[src/rtl/req_arbiter_pkg.sv]
// ============================================================================
// req_arbiter_pkg : shared types and constants for the 4-way request arbiter
// Rev 1.0
// ============================================================================
`default_nettype none

package req_arbiter_pkg;

  localparam int NREQ = 4;

  localparam logic MODE_FIXED = 1'b0;
  localparam logic MODE_RR    = 1'b1;

  typedef enum logic [0:0] {
    ST_IDLE  = 1'b0,
    ST_GRANT = 1'b1
  } state_t;

  function automatic logic [NREQ-1:0] onehot(input logic [1:0] idx);
    logic [NREQ-1:0] v;
    v      = '0;
    v[idx] = 1'b1;
    return v;
  endfunction

endpackage

`default_nettype wire

[src/rtl/req_arbiter_if.sv]
// ============================================================================
// req_arbiter_if : requester-side bundle of the arbiter (requests in, grant out)
// Rev 1.0
// ============================================================================
`default_nettype none

interface req_arbiter_if;

  logic [3:0] req;
  logic       mode;
  logic [3:0] grant;
  logic [1:0] code;
  logic       valid;
  logic       expired;

  modport master (
    output req,
    output mode,
    input  grant,
    input  code,
    input  valid,
    input  expired
  );

  modport slave (
    input  req,
    input  mode,
    output grant,
    output code,
    output valid,
    output expired
  );

endinterface

`default_nettype wire

[src/rtl/req_arbiter_rr_pick.sv]
// ============================================================================
// req_arbiter_rr_pick : combinational winner select, fixed priority or round robin
// Rev 1.0
// ============================================================================
`default_nettype none

module req_arbiter_rr_pick
  import req_arbiter_pkg::*;
(
  input  logic [3:0] req,
  input  logic [1:0] last,
  input  logic       mode,
  output logic [1:0] win,
  output logic       any
);

  logic [1:0] offset;
  logic [3:0] rot;
  logic [1:0] rr_idx;
  logic [1:0] fx_idx;

  always_comb begin
    any    = |req;
    offset = last + 2'd1;
    rot    = '0;
    rr_idx = 2'd0;
    fx_idx = 2'd0;

    // rot[0] is the requester right after the last owner
    for (int i = 0; i < 4; i++) begin
      rot[i] = req[2'(offset + 2'(i))];
    end
    for (int i = 3; i >= 0; i--) begin
      if (rot[i]) rr_idx = 2'(i);
    end
    for (int i = 0; i < 4; i++) begin
      if (req[i]) fx_idx = 2'(i);
    end

    if (mode == MODE_RR) win = 2'(rr_idx + offset);
    else                 win = fx_idx;
  end

endmodule

`default_nettype wire

[src/rtl/req_arbiter.sv]
// ============================================================================
// req_arbiter : 4-requester arbiter with hold limit and one-cycle turnaround gap
// Rev 1.0
// ============================================================================
`default_nettype none

module req_arbiter
  import req_arbiter_pkg::*;
#(
  parameter int MAX_HOLD = 16,
  parameter int CNT_W    = 5
)(
  input  logic          clk,
  input  logic          rst,
  req_arbiter_if.slave  bus
);

  state_t             state;
  logic [NREQ-1:0]    grant_q;
  logic [1:0]         code_q;
  logic               valid_q;
  logic               expired_q;
  logic [CNT_W-1:0]   hold_cnt;
  logic [1:0]         last;

  logic [1:0]         win;
  logic               any;
  logic               owner_req;
  logic               limit_hit;

  req_arbiter_rr_pick u_pick (
    .req  (bus.req),
    .last (last),
    .mode (bus.mode),
    .win  (win),
    .any  (any)
  );

  assign owner_req = bus.req[code_q];
  assign limit_hit = (hold_cnt == CNT_W'(MAX_HOLD));

  always_ff @(posedge clk) begin
    if (rst) begin
      state     <= ST_IDLE;
      grant_q   <= '0;
      code_q    <= 2'd0;
      valid_q   <= 1'b0;
      expired_q <= 1'b0;
      hold_cnt  <= '0;
      last      <= 2'd3;
    end else begin
      expired_q <= 1'b0;
      case (state)
        ST_IDLE: begin
          if (any) begin
            state    <= ST_GRANT;
            grant_q  <= onehot(win);
            code_q   <= win;
            valid_q  <= 1'b1;
            hold_cnt <= CNT_W'(1);
            last     <= win;
          end
        end
        ST_GRANT: begin
          if (!owner_req || limit_hit) begin
            // Dropping to IDLE here is what creates the turnaround gap
            state     <= ST_IDLE;
            grant_q   <= '0;
            code_q    <= 2'd0;
            valid_q   <= 1'b0;
            hold_cnt  <= '0;
            expired_q <= owner_req;
          end else begin
            hold_cnt <= hold_cnt + CNT_W'(1);
          end
        end
        default: begin
          state   <= ST_IDLE;
          grant_q <= '0;
          code_q  <= 2'd0;
          valid_q <= 1'b0;
        end
      endcase
    end
  end

  assign bus.grant   = grant_q;
  assign bus.code    = code_q;
  assign bus.valid   = valid_q;
  assign bus.expired = expired_q;

endmodule

`default_nettype wire

[src/flat_wrapper.sv]
// flat-port wrapper written by rule: the top's interface ports become plain ports
module req_arbiter_flat import req_arbiter_pkg::*;
#(
  parameter int MAX_HOLD = 16,
  parameter int CNT_W    = 5
)
  (clk, rst, bus_req, bus_mode, bus_grant, bus_code, bus_valid, bus_expired);
  req_arbiter_if bus_i ();
  input  logic clk;
  input  logic rst;
  input wire logic [$bits(bus_i.req)-1:0] bus_req;
  input wire logic [$bits(bus_i.mode)-1:0] bus_mode;
  output wire logic [$bits(bus_i.grant)-1:0] bus_grant;
  output wire logic [$bits(bus_i.code)-1:0] bus_code;
  output wire logic [$bits(bus_i.valid)-1:0] bus_valid;
  output wire logic [$bits(bus_i.expired)-1:0] bus_expired;
  assign bus_i.req = bus_req;
  assign bus_i.mode = bus_mode;
  assign bus_grant = bus_i.grant;
  assign bus_code = bus_i.code;
  assign bus_valid = bus_i.valid;
  assign bus_expired = bus_i.expired;
  req_arbiter #(.MAX_HOLD(MAX_HOLD), .CNT_W(CNT_W)) u_core (.clk(clk), .rst(rst), .bus(bus_i));
endmodule
[config.mk]
export PLATFORM = sky130hd
export DESIGN_NAME = req_arbiter_flat
export DESIGN_NICKNAME = d
export VERILOG_FILES = /design/src/rtl/req_arbiter_pkg.sv /design/src/rtl/req_arbiter_if.sv /design/src/rtl/req_arbiter_rr_pick.sv /design/src/rtl/req_arbiter.sv /design/src/flat_wrapper.sv
export SDC_FILE = /design/constraint.sdc
export NUM_CORES = 1
export LEC_CHECK = 0
export BUFFER_PORTS_ARGS = -buffer_cell sky130_fd_sc_hd__buf_2
export CORE_MARGIN = 2
export CORE_UTILIZATION = 60
export CTS_CLUSTER_DIAMETER = 80
export DETAILED_ROUTE_END_ITERATION = 10
export GPL_TIMING_DRIVEN = 1
export PLACE_DENSITY = 0.92
export SLEW_MARGIN = 20
export SYNTH_ARGS = -nofsm -noshare
export SYNTH_HDL_FRONTEND = slang
export SYNTH_HIERARCHICAL = 1
export SYNTH_SLANG_ARGS = --single-unit
[constraint.sdc]
create_clock -name clk -period 6.44 [get_ports clk]
set_input_delay 0.966 -clock clk [delete_from_list [all_inputs] [get_ports clk]]
set_output_delay 0.966 -clock clk [all_outputs]
set_load 0.01 [all_outputs]
==> flow_metrics.tcl <==
set metrics [dict create \
    end_kind "flop" \
    die_area_mm2 0.00213 \
    ctsResizeCount 0 \
    leakagePower_nw 0.527 \
    setup_viol 0 \
    ios 15 \
    path_max_fanout 9 \
    cp.arrival_ps 3180 \
    clock_latency_ps 280 \
    synth_area_leaders "dfxtp_1 30%, o2bb2ai_1 4.1%, nand2_1 3.9%, ha_1 3.5%, nor2b_1 3.5%" \
    ant_nets 0 \
    rows 15 \
    cts_tree "yes" \
    power_frac_comb_pct 29.4 \
    cp-startpoint "bus_req[0]" \
    numCtsBuffers 3 \
    finalInstanceArea_mm2 0.00114 \
    antenna_cells 0 \
    drt_wl_total_um 2010 \
    dp_hpwl_um 1520 \
    path_cells "buf_2 -> and2b_1 -> a21oi_1 -> a2bb2oi_1 -> a21oi_1 -> ha_1 -> xor2_1 -> xnor2_1 -> o2111a_1 -> a211oi_2 -> nor2b_1 -> mux2i_1 -> o2bb2ai_1" \
    tns_ps 0 \
    via_per_inst 5.93 \
    synthArstFlopShare_pct 0 \
    r2r_end "u_core/bus.grant[2]" \
    syn-instance-count 121 \
    synth_edf_count 0 \
    antenna_found_initial 0 \
    status "completed" \
    syn_to_final_growth_pct 7.29 \
    drv_slew 0 \
    relSlewSlack_pct 57.6 \
    first_pass_iters 4 \
    placed_area_mm2 0.00112 \
    postCtsSetupBuffers 0 \
    core_area_mm2 0.00169 \
    p_int_mw 0.162 \
    floorplan.initialDensity_pct 63.0 \
    seqPwrFrac_pct 49.5 \
    nets 143 \
    hold_buffers 0 \
    cts_max_level 1 \
    netlist_area_mm2 0.00106 \
    cap_violations 0 \
    hp-class "reg -> reg" \
    cts_max_path_buffers 2 \
    grt_pass1_vias 748 \
    cts-root-buf "clkbuf_4" \
    cp_slowest_cell "a211oi_2" \
    rsz0062_at_grt "false" \
    synth_top_area_share_pct 30.1 \
    synth_nets 131 \
    slowest_delay_ps 430 \
    crit_path_end "u_core/bus.grant[2]" \
    grt_pass1_wl_um 3160 \
    ys.flop_type "dfxtp_1" \
    grt_overflow 0 \
    fmax_ghz 0.337 \
    ir_drop_mv 0.175 \
    fp.dieW_um 46.1 \
    crit_path_frequent_cell "a21oi_1" \
    cts.sinks 16 \
    critPathLaunchType "input port" \
    clkPwrFrac_pct 21.0 \
    period_needed_ps 2970 \
    initialDrtViolationCount 17 \
    synth_seq_area_share_pct 30.1 \
    power.switching_mw 0.0775 \
    ff2ff_setup_slack_ps 3880 \
    wirelength_met1_um 962 \
    p_sw_share_pct 32.3 \
    wl_met2_um 980 \
    hold_viol 0 \
    path_class "in -> reg" \
    critPathRequiredTime_ps 6650 \
    wl_per_cell_um 13.6 \
    reg2reg_depth 12 \
    drc_errors 0 \
    die_h_um 46.1 \
    top_layer "met4" \
    worst_pin_slew_ps 630 \
    ys.warnings.count 6 \
    yosysTopAreaCell "dfxtp_1" \
    worstHoldPathCells 1 \
    drive_gt1_share_pct 21.4 \
    skew_ps 2.36 \
    r2r-start "u_core/last[1]" \
    ys_ff_latch 16 \
    p_per_area_mw_per_mm2 210 \
    synth_cell_types 46 \
    portBuffers 14 \
    vias 877 \
    gp_congestion 0.837 \
    routed-wl-met3_um 51 \
    track_usage_pct 20.9 \
    post-route-period-util_pct 46.1 \
    synth_area_per_cell_um2 8.80 \
    grt_max_degree 12 \
    path_clk_slew_ps 90 \
]
routing by layer:
metal	track usage, %	up-vias
li1	-	457
met1	26.3	405
met2	34.4	13
met3	3.92	2
met4	9.14	0
met5	0	-
Yosys cell counts (3+ instances only):
master and instances:
nor2_1 7, o21ai_0 3, ha_1 3, nor2b_1 6, a22o_1 3, nand3_1 3
mux2i_1 3, clkbuf_1 3, nand2_1 11, a21oi_1 6, dfxtp_1 16, o2bb2ai_1 5
nand2b_1 3, inv_1 6
layout make-up:
class / count / area, um^2
Inverter: 6 / 22.5
Timing Repair Buffer: 14 / 70.1
Fill cell: 138 / 547
Sequential cell: 16 / 320
Multi-Input combinational cell: 92 / 686
Clock buffer: 3 / 22.5
Tap cell: 17 / 21.3
flip-flops by register name, summed over array words and instances (netlist names):
register,count
u_core/bus.code,2
u_core/bus.expired,1
u_core/bus.grant,4
u_core/bus.valid,1
u_core/hold_cnt,5
u_core/last,2
u_core/state,1
power groups by stage:
stage | registers [mW] | logic, mW | clock network (mW)
after CTS | 0.119 | 0.0710 | 0.0520
after detailed placement | 0.121 | 0.0707 | 0
after floorplan | 0.119 | 0.0566 | 0
after global routing | 0.121 | 0.0787 | 0.0560
final | 0.119 | 0.0706 | 0.0505
after global placement | 0.120 | 0.0683 | 0
stage by stage:
stage / instances / util, % / setup WS [ps] / power, mW / hold WS, ps
floorplan: 121 / - / 3520 / 0.176 / 435
global placement: 145 / 66.3 / 3260 / 0.189 / 432
detailed placement: 145 / 66.3 / 3180 / 0.192 / 442
CTS: 148 / 67.6 / 3480 / 0.242 / 463
global route: 148 / 67.6 / 3290 / 0.255 / 504
finish: 148 / 67.6 / 3470 / 0.240 / 461
cell usage in the layout, fill, tap and decap left out, types with 3 or more instances in the layout:
cell type   n
dfxtp_1    16
buf_2      14
nand2_1    11
nor2_1      7
inv_1       6
nor2b_1     6
a21oi_1     6
o2bb2ai_1   5
clkbuf_4    3
nand2b_1    3
mux2i_1     3
nand3_1     3
a22o_1      3
ha_1        3
o21ai_0     3
critical path: cells and delay by family:
kind | cells | cell delay [ps]
xor gates and xnor gates | 2 | 300
and+or+nand+nor | 2 | 400
muxes | 1 | 80
buffers and inverters | 1 | 150
AOI/OAI and AO/OA | 6 | 1090
adders and majority gates | 1 | 200
worst min path at each step:
stage,from,to
5_1_grt,u_core/bus.grant[0],u_core/bus.grant[0]
4_1_cts,u_core/bus.grant[1],u_core/bus.grant[1]
3_3_place_gp,u_core/bus.grant[1],u_core/bus.grant[1]
6_report,u_core/bus.grant[1],u_core/bus.grant[1]
2_1_floorplan,u_core/last[1],u_core/last[1]
3_5_place_dp,u_core/bus.grant[1],u_core/bus.grant[1]
logic make-up (layout without fill, tap and decap cells):
family	count (synthesis)	count (layout)	share of synthesized area [%]
AO/OA/AOI/OAI	30	30	22.2
XOR/XNOR	3	3	2.47
AND/OR/NAND/NOR	49	49	27.7
multiplexers	7	7	8.46
adder cells (fa/ha/maj)	3	3	3.53
buffers and inverters	13	23	5.52
flip-flops	16	16	30.1
(Power assumes the default switching activity.)
